[src/rtl/traffic_light_ctrl.sv]
// traffic_light_ctrl: sequencing FSM for the shared traffic-light interval counter.
// Restarts the counter with T on every state entry, steps the main/side light cycle
// from the counter's terminal flags, latches side-road demand, and falls into a
// latched flashing-red fault mode when the counter stalls.
module traffic_light_ctrl #(
  parameter int WDOG_CYCLES = 64,
  parameter int FLASH_HALF  = 8
) (
  input  logic       clk,
  input  logic       rst,
  input  logic       tr,
  input  logic       tg_main,
  input  logic       tg_small,
  input  logic       ty,
  input  logic       side_req,
  output logic       T,
  output logic [2:0] main_rgy,
  output logic [2:0] side_rgy,
  output logic       walk,
  output logic       fault,
  output logic [2:0] state
);

  localparam logic [2:0] S_MAIN_G = 3'd0;
  localparam logic [2:0] S_MAIN_Y = 3'd1;
  localparam logic [2:0] S_RED_A  = 3'd2;
  localparam logic [2:0] S_SIDE_G = 3'd3;
  localparam logic [2:0] S_SIDE_Y = 3'd4;
  localparam logic [2:0] S_RED_B  = 3'd5;
  localparam logic [2:0] S_FAULT  = 3'd6;

  localparam int WD_W = $clog2(WDOG_CYCLES + 1);
  localparam int FC_W = $clog2(FLASH_HALF + 1);
  localparam logic [WD_W-1:0] WD_MAX  = WD_W'(WDOG_CYCLES);
  localparam logic [FC_W-1:0] FC_LAST = FC_W'(FLASH_HALF - 1);

  logic [2:0]      state_q, state_d, succ;
  logic            t_q, t_d;
  logic            pend_q, pend_d;
  logic            flash_q, flash_d;
  logic            fault_q, fault_d;
  logic [WD_W-1:0] wd_q, wd_d;
  logic [FC_W-1:0] fc_q, fc_d;
  logic            exit_raw, advance, wd_hold, wd_expired, entering;

  // State register; reset lands in the MAIN_G entry cycle.
  always_ff @(posedge clk) begin
    if (rst) state_q <= S_MAIN_G;
    else     state_q <= state_d;
  end

  // Next state: exit flags are ignored during the T cycle because the counter
  // has not yet cleared them; a stalled counter trips the watchdog into FAULT.
  always_comb begin
    exit_raw = 1'b0;
    succ     = S_FAULT;
    case (state_q)
      S_MAIN_G: begin exit_raw = tg_main & pend_q; succ = S_MAIN_Y; end
      S_MAIN_Y: begin exit_raw = ty;               succ = S_RED_A;  end
      S_RED_A:  begin exit_raw = tr;               succ = S_SIDE_G; end
      S_SIDE_G: begin exit_raw = tg_small;         succ = S_SIDE_Y; end
      S_SIDE_Y: begin exit_raw = ty;               succ = S_RED_B;  end
      S_RED_B:  begin exit_raw = tr;               succ = S_MAIN_G; end
      default:  ;
    endcase
    advance    = exit_raw & ~t_q;
    // Main green with its minimum served and no demand is a legitimate idle hold.
    wd_hold    = (state_q == S_MAIN_G) & ~t_q & tg_main & ~pend_q;
    wd_expired = (wd_q == WD_MAX) & ~wd_hold;
    state_d    = state_q;
    if (state_q == S_FAULT || state_q == 3'd7) state_d = S_FAULT;
    else if (advance)                          state_d = succ;
    else if (wd_expired)                       state_d = S_FAULT;
  end

  // Next values of the control registers that travel with the FSM.
  always_comb begin
    entering = (state_d != state_q);
    t_d      = entering & (state_d != S_FAULT);
    fault_d  = fault_q | (state_d == S_FAULT);

    // Demand latch: a request on the SIDE_G entry edge survives the clear.
    pend_d = pend_q;
    if (state_q != S_FAULT) begin
      if (side_req)                              pend_d = 1'b1;
      else if (entering && state_d == S_SIDE_G)  pend_d = 1'b0;
    end

    wd_d = wd_q;
    if (entering || state_q == S_FAULT) wd_d = '0;
    else if (!wd_hold && wd_q != WD_MAX) wd_d = wd_q + 1'b1;

    // Flash phase starts lit on FAULT entry and toggles every FLASH_HALF cycles.
    flash_d = 1'b1;
    fc_d    = '0;
    if (state_q == S_FAULT) begin
      if (fc_q == FC_LAST) begin
        flash_d = ~flash_q;
        fc_d    = '0;
      end else begin
        flash_d = flash_q;
        fc_d    = fc_q + 1'b1;
      end
    end
  end

  // Control registers; reset drops any pending request and clears the fault.
  always_ff @(posedge clk) begin
    if (rst) begin
      t_q     <= 1'b1;
      pend_q  <= 1'b0;
      wd_q    <= '0;
      flash_q <= 1'b1;
      fc_q    <= '0;
      fault_q <= 1'b0;
    end else begin
      t_q     <= t_d;
      pend_q  <= pend_d;
      wd_q    <= wd_d;
      flash_q <= flash_d;
      fc_q    <= fc_d;
      fault_q <= fault_d;
    end
  end

  // Lamp decode straight from registers so the lamps never glitch.
  always_comb begin
    main_rgy = 3'b100;
    side_rgy = 3'b100;
    walk     = 1'b0;
    case (state_q)
      S_MAIN_G: main_rgy = 3'b001;
      S_MAIN_Y: main_rgy = 3'b010;
      S_SIDE_G: begin side_rgy = 3'b001; walk = 1'b1; end
      S_SIDE_Y: side_rgy = 3'b010;
      S_FAULT:  begin main_rgy = {flash_q, 2'b00}; side_rgy = {flash_q, 2'b00}; end
      default:  ;
    endcase
  end

  assign T     = t_q;
  assign fault = fault_q;
  assign state = state_q;

endmodule

[config.mk]
export PLATFORM = sky130hd
export DESIGN_NAME = traffic_light_ctrl
export DESIGN_NICKNAME = d
export VERILOG_FILES = /design/src/rtl/traffic_light_ctrl.sv
export SDC_FILE = /design/constraint.sdc
export NUM_CORES = 1
export LEC_CHECK = 0
export BUFFER_PORTS_ARGS = -buffer_cell sky130_fd_sc_hd__buf_2
export CAP_MARGIN = 20
export CORE_UTILIZATION = 56
export DETAILED_ROUTE_END_ITERATION = 7
export PLACE_DENSITY = 0.86
export SYNTH_ARGS = -nofsm -noshare
export SYNTH_HDL_FRONTEND = slang
export SYNTH_SLANG_ARGS = --single-unit
[constraint.sdc]
create_clock -name clk -period 3.8 [get_ports clk]
set_input_delay 0.95 -clock clk [delete_from_list [all_inputs] [get_ports clk]]
set_output_delay 0.95 -clock clk [all_outputs]
set_load 0.02 [all_outputs]
==> impl_metrics.yaml, run 1 <==
status:
  status: "finished clean"
layout:
  fillers: 139
  final_nets: 147
  syn2layout_area_growth_pct: 12.2
  layout-drive-gt1-share_pct: 20.6
  regArea_um2: 360
  multi_input_area_um2: 593
  antenna_cells: 0
yosys:
  synth_edf_count: 0
  yosysMostFrequentCell: "nor2_1"
  yosys_warnings: 0
  yosysUniqueCellTypes: 40
  netlist.area_leader.share_pct: 36.0
  synth_area_leaders: "dfxtp_1 36%, nor2_1 8.2%, xnor2_1 4.4%"
  avgSynthCellArea_um2: 8.42
  syn-num-nets: 129
  syn_area_um2: 1000
  ys.flop_type: "dfxtp_1"
  async_reset_ff_share_pct: 0
  yosys.area.top_type: "dfxtp_1"
  synth-seq-area-share_pct: 36.0
  synth-seq-cells: 18
  synthCells: 119
  ys_top_cells_by_count: "22 x nor2_1, 18 x dfxtp_1, 9 x nand2_1"
cts:
  cts-hold-fix-buffers: 0
  clkTransAtPathRegs_ps: 100
  cts.sinks: 18
  cts_tree: "yes"
  root_buffer: "clkbuf_4"
  cts-htree-levels: 1
  cts_setup_buffers: 0
  clockBufferDepth: 2
  cts_resized: 0
  insertion_delay_ps: 300
  cts_inserted_buffers: 3
route:
  wl_per_cell_um: 11.6
  highest_layer: "met4"
  met3_length_um: 59
  via_count: 865
  wl_met2_um: 863
  m1WireLength_um: 898
  first_iter_violations: 13
  drc: 0
  ant_nets: 0
  drt-total-wl_mm: 1.86
  drtPass1Iterations: 4
  vias_per_cell: 5.41
sta:
  finClkSkew_ps: 2.33
  drv_slew: 0
  grt_setup_unrepaired: "no"
  fin_crit_ps: 2510
  finalCritPeriodShare_pct: 65.9
  finalSetupViolCount: 0
  setup_ws_ps: 1290
  hold_viol_final: 0
  fmax_mhz: 399
  worstMarginPinSlew_ps: 459
  max-slew-margin-rel_pct: 69.4
  setup_tns_ps: 0
worst_setup_path:
  cp_common_cell: "nor2_1"
  slowest_delay_ps: 600
  crit_chain: "and2_1 > nand2b_1 > nor2_1 > nor2_1 > buf_2"
  slowest_stage: "dfxtp_1"
  cp.arrival_ps: 1560
  worstPathMaxFanout: 15
  endpoint_kind: "output pin"
  regToRegStartpoint: "state[2]"
  worstSetupPathType: "reg2out"
  critPathLaunch: "state[1]"
  required_ps: 2850
  cp-start-kind: "flop"
floorplanning:
  die_h_um: 44.3
  rows: 14
  io_pins: 19
  dieWidth_um: 44.3
  dieArea_um2: 1960
  core_area_um2: 1590
  start_util_pct: 62.9
global_routing:
  grt_pass1_vias: 753
  track_usage_pct: 21.7
  grt_overflow: 0
  grt_start_max_net_pins: 17
  grt_antenna_before_repair: 0
  grt_pass1_wl_mm: 3.16
placement:
  place_congestion: 0.799
  dp_hpwl_mm: 1.41
  dp_slack_ps: 1630
  io_buffers: 18
power_and_ir_drop:
  max-vdd-ir-drop_mv: 0.286
  p_leak_nw: 0.459
  pwr_density_cell_nw_per_um2: 331
job:
  drv_cap: 0
hold_path:
  min_from: "fc_q[0]"
  hp-class: "reg2reg"
-- cell families (layout without fill, tap and decap cells) --
logic type               after synthesis  after routing  synth area share [%]
AND/OR/NAND/NOR                       61             61                  33.1
XOR/XNOR                               7              7                  6.12
flip-flops                            18             18                  36.0
multiplexers                           1              1                 0.999
adder cells (fa/ha/maj)                3              3                  3.75
AO/OA/AOI/OAI                         20             20                  15.2
buffers and inverters                  9             26                  4.87
-- per-layer routing --
layer  track usage [%]  vias to the layer above
met5                 0                        -
met4              9.70                        0
met3              5.31                        5
met2              33.5                       17
met1              28.7                      397
li1                  -                      446
-- worst paths after layout --
| kind | to | slack (ps) | cells after the start |
|---|---|---|---|
| setup reg to reg | wd_q[2] | 1890 | 5 |
| hold reg to reg | fc_q[0] | 460 | 1 |
| hold / removal | fc_q[0] | 460 | 1 |
| setup / recovery | main_rgy[2] | 1290 | 5 |
-- flip-flops by register name, summed over array words and instances, names as in the netlist --
name / cells
wd_q: 7
T: 1
state: 3
fault: 1
pend_q: 1
flash_q: 1
fc_q: 4
-- worst max-delay path: cells and delay by family, from the launching register on --
kind / cells / cell delay [ps]
flops: 1 / 600
buf+inv: 1 / 160
simple gates: 4 / 510
-- power by group --
part	leakage, nW	internal, mW	switching [mW]	total, mW
Sequential	0.146	0.195	0.00854	0.203
Clock	0.0210	0.0585	0.0629	0.121
Combinational	0.291	0.0211	0.0266	0.0477
-- layout by cell type (no fill, tap or decap), types with 2 or more instances in the layout --
master    instances
a21oi_1           6
and2_1            3
and3b_1           3
buf_2            18
clkbuf_4          3
dfxtp_1          18
ha_1              3
inv_1             4
nand2_1           9
nand2b_1          4
nand3_1           3
nand3b_1          3
nor2_1           22
nor3_1            6
xnor2_1           5
xor2_1            2
-- metrics by stage --
step | power (mW) | cell area [um^2] | hold WS, ps | utilization [%] | std cells
floorplan | 0.244 | 1000 | 418 | - | 119
global placement | 0.253 | 1090 | 433 | 68.3 | 156
detailed placement | 0.256 | 1090 | 439 | 68.3 | 156
CTS | 0.372 | 1120 | 455 | 70.6 | 160
global route | 0.390 | 1120 | 494 | 70.6 | 160
finish | 0.372 | 1120 | 458 | 70.6 | 160
-- cell type report --
| cell class | count | area share [%] |
|---|---|---|
| tap | 24 | 2.67 |
| timing repair buffer | 18 | 8.01 |
| inverter | 4 | 1.33 |
| multi-input combinational | 92 | 52.7 |
| sequential | 18 | 32.0 |
| clock buffer | 4 | 3.23 |
No activity file was read; power rests on OpenSTA's default activity.
==> inputs of run 2 (changes only) <==
--- a/config.mk
+++ b/config.mk
@@ -7,9 +7,9 @@
 export LEC_CHECK = 0
 export BUFFER_PORTS_ARGS = -buffer_cell sky130_fd_sc_hd__buf_2
 export CAP_MARGIN = 20
-export CORE_UTILIZATION = 56
+export CORE_UTILIZATION = 48
 export DETAILED_ROUTE_END_ITERATION = 7
-export PLACE_DENSITY = 0.86
+export PLACE_DENSITY = 0.78
 export SYNTH_ARGS = -nofsm -noshare
 export SYNTH_HDL_FRONTEND = slang
 export SYNTH_SLANG_ARGS = --single-unit
==> constraint.sdc (replaced) <==
create_clock -name clk -period 2 [get_ports clk]
set_input_delay 0.5 -clock clk [delete_from_list [all_inputs] [get_ports clk]]
set_output_delay 0.5 -clock clk [all_outputs]
set_load 0.02 [all_outputs]
==> run 2 against run 1 <==
  * Routed wire length increased by 2.1%
  * Final cell count rose by 3.8%
  * Critical path depth up 2
  * Count of clock-buffer cells in the layout stayed put
  * Setup slack got worse by 1200 ps
  * Register-to-register slack got worse by 1800 ps
  * First-iteration DRC count rose by 23%
  * Clock skew is essentially flat
  * Non-clock buffer count is 3 higher
  * Total power up 89%
  * Flip-flop and latch count did not move
==> impl_metrics.yaml, run 2 (same netlist as run 1, synthesis figures left out) <==
status:
  status: "finished clean"
power_and_ir_drop:
  max-vdd-ir-drop_mv: 0.350
  power_frac_comb_pct: 13.6
  clockPowerShare_pct: 31.7
  switching_share_pct: 25.6
  pwr_density_cell_nw_per_um2: 609
  p_leak_nw: 0.476
  p_switching_uw: 180
  pwr-share-seq_pct: 54.7
  p_int_uw: 523
floorplanning:
  rows: 16
  io_pins: 19
  dieArea_um2: 2270
  core_area_um2: 1960
  die_h_um: 47.7
  dieWidth_um: 47.7
  start_util_pct: 51.1
sta:
  max-slew-margin-rel_pct: 71.5
  setup_tns_ps: 0
  finalCritPeriodShare_pct: 94.2
  drv_slew: 0
  finClkSkew_ps: 2.70
  fmax_mhz: 531
  worstMarginPinSlew_ps: 428
  hold_viol_final: 0
  grt_setup_unrepaired: "no"
  finalSetupViolCount: 0
  fin_crit_ps: 1880
cts:
  cts.sinks: 18
  insertion_delay_ps: 290
  cts_setup_buffers: 0
  cts-htree-levels: 1
  cts_tree: "yes"
  cts_inserted_buffers: 3
  cts-hold-fix-buffers: 0
  clkTransAtPathRegs_ps: 100
  clockBufferDepth: 2
  root_buffer: "clkbuf_4"
  cts_resized: 0
placement:
  place_inst: 162
  place_congestion: 0.826
  io_buffers: 18
  dp_hpwl_mm: 1.42
worst_setup_path:
  required_ps: 2220
  regToRegStartpoint: "wd_q[0]"
  reg2reg_to: "state[2]"
  cp-start-kind: "flop"
  reg2reg_depth: 7
  worstPathMaxFanout: 6
  cp.arrival_ps: 2100
  r2r_slack_ps: 120
  endpoint_kind: "flop"
  worstSetupPathType: "reg2reg"
layout:
  syn2layout_area_growth_pct: 15.2
  antenna_cells: 0
  layout-drive-gt1-share_pct: 24.5
  fin_cells: 166
  regMostFlops: "wd_q"
  final_util_pct: 58.9
  largest_register_ffs: 7
  final_nets: 150
  layout_common_cells: "22 x nor2_1, 18 x buf_2, 15 x dfxtp_1"
  fillers: 189
  mostFrequentLayoutCell: "nor2_1"
route:
  drt-total-wl_mm: 1.90
  wl_per_cell_um: 11.4
  drc: 0
  first_iter_violations: 16
  vias_per_cell: 5.39
  ant_nets: 0
  drtPass1Iterations: 4
  via_count: 895
global_routing:
  grt_start_max_net_pins: 12
  grt_antenna_before_repair: 0
  grt_pass1_wl_mm: 2.82
  grt_pass1_vias: 731
  grt_overflow: 0
  track_usage_pct: 17.8
job:
  drv_cap: 0
hold_path:
  min_to: "fault"
  hold_depth: 2
  hp-class: "reg2reg"
  min_from: "fault"
==> run 2: metal layers <==
layer	part of all wire [%]	wire length [um]	global-route usage [%]	up-vias
met5	0	0	0	-
met4	0.63	12	8.33	0
met3	4.8	91	3.40	2
met2	48	912	30.5	26
met1	46	880	21.3	410
li1	-	-	-	457
==> run 2: how the worst max path moves through the flow <==
stage / endpoint / startpoint / slack (ps) / cells past startpoint
final: state[2] / wd_q[0] / 120 / 7
after CTS: main_rgy[2] / state[1] / 30 / 5
after global placement: state[2] / wd_q[0] / 210 / 7
after detailed placement: state[2] / wd_q[0] / 140 / 7
after floorplan: state[2] / state[2] / 240 / 5
after global routing: state[2] / wd_q[0] / 1 / 7
==> run 2: cell type report <==
cell class / count / area [um^2] / area share, %
timing repair buffer: 21 / 113 / 9.75
tap: 27 / 33.8 / 2.93
clock buffer: 4 / 36.3 / 3.14
sequential: 18 / 364 / 31.5
inverter: 4 / 15.0 / 1.30
multi-input combinational: 92 / 593 / 51.4
==> run 2: per-stage QoR <==
stage | worst slack (ps) | power (mW) | hold slack (ps) | cell area (um^2)
2_1_floorplan | 238 | 0.463 | 418 | 1000
3_3_place_gp | 208 | 0.484 | 431 | 1110
3_5_place_dp | 143 | 0.489 | 443 | 1110
4_1_cts | 32.7 | 0.711 | 462 | 1150
5_1_grt | 1.32 | 0.738 | 484 | 1150
6_report | 116 | 0.704 | 456 | 1150
==> run 2: worst max-delay path: stages, from the launching register on <==
cell and delay [ps]:
dfxtp_1 360, inv_1 70, ha_1 130, or4b_4 470
nor3b_4 300, and2_4 210, a21oi_2 60, a211oi_2 210
==> run 2: power groups by stage <==
| stage | Sequential (mW) | Combinational [mW] | Clock [mW] |
|---|---|---|---|
| floorplan | 0.393 | 0.0701 | 0 |
| global placement | 0.392 | 0.0924 | 0 |
| detailed placement | 0.392 | 0.0963 | 0 |
| CTS | 0.384 | 0.0967 | 0.230 |
| global route | 0.387 | 0.108 | 0.243 |
| finish | 0.385 | 0.0957 | 0.223 |
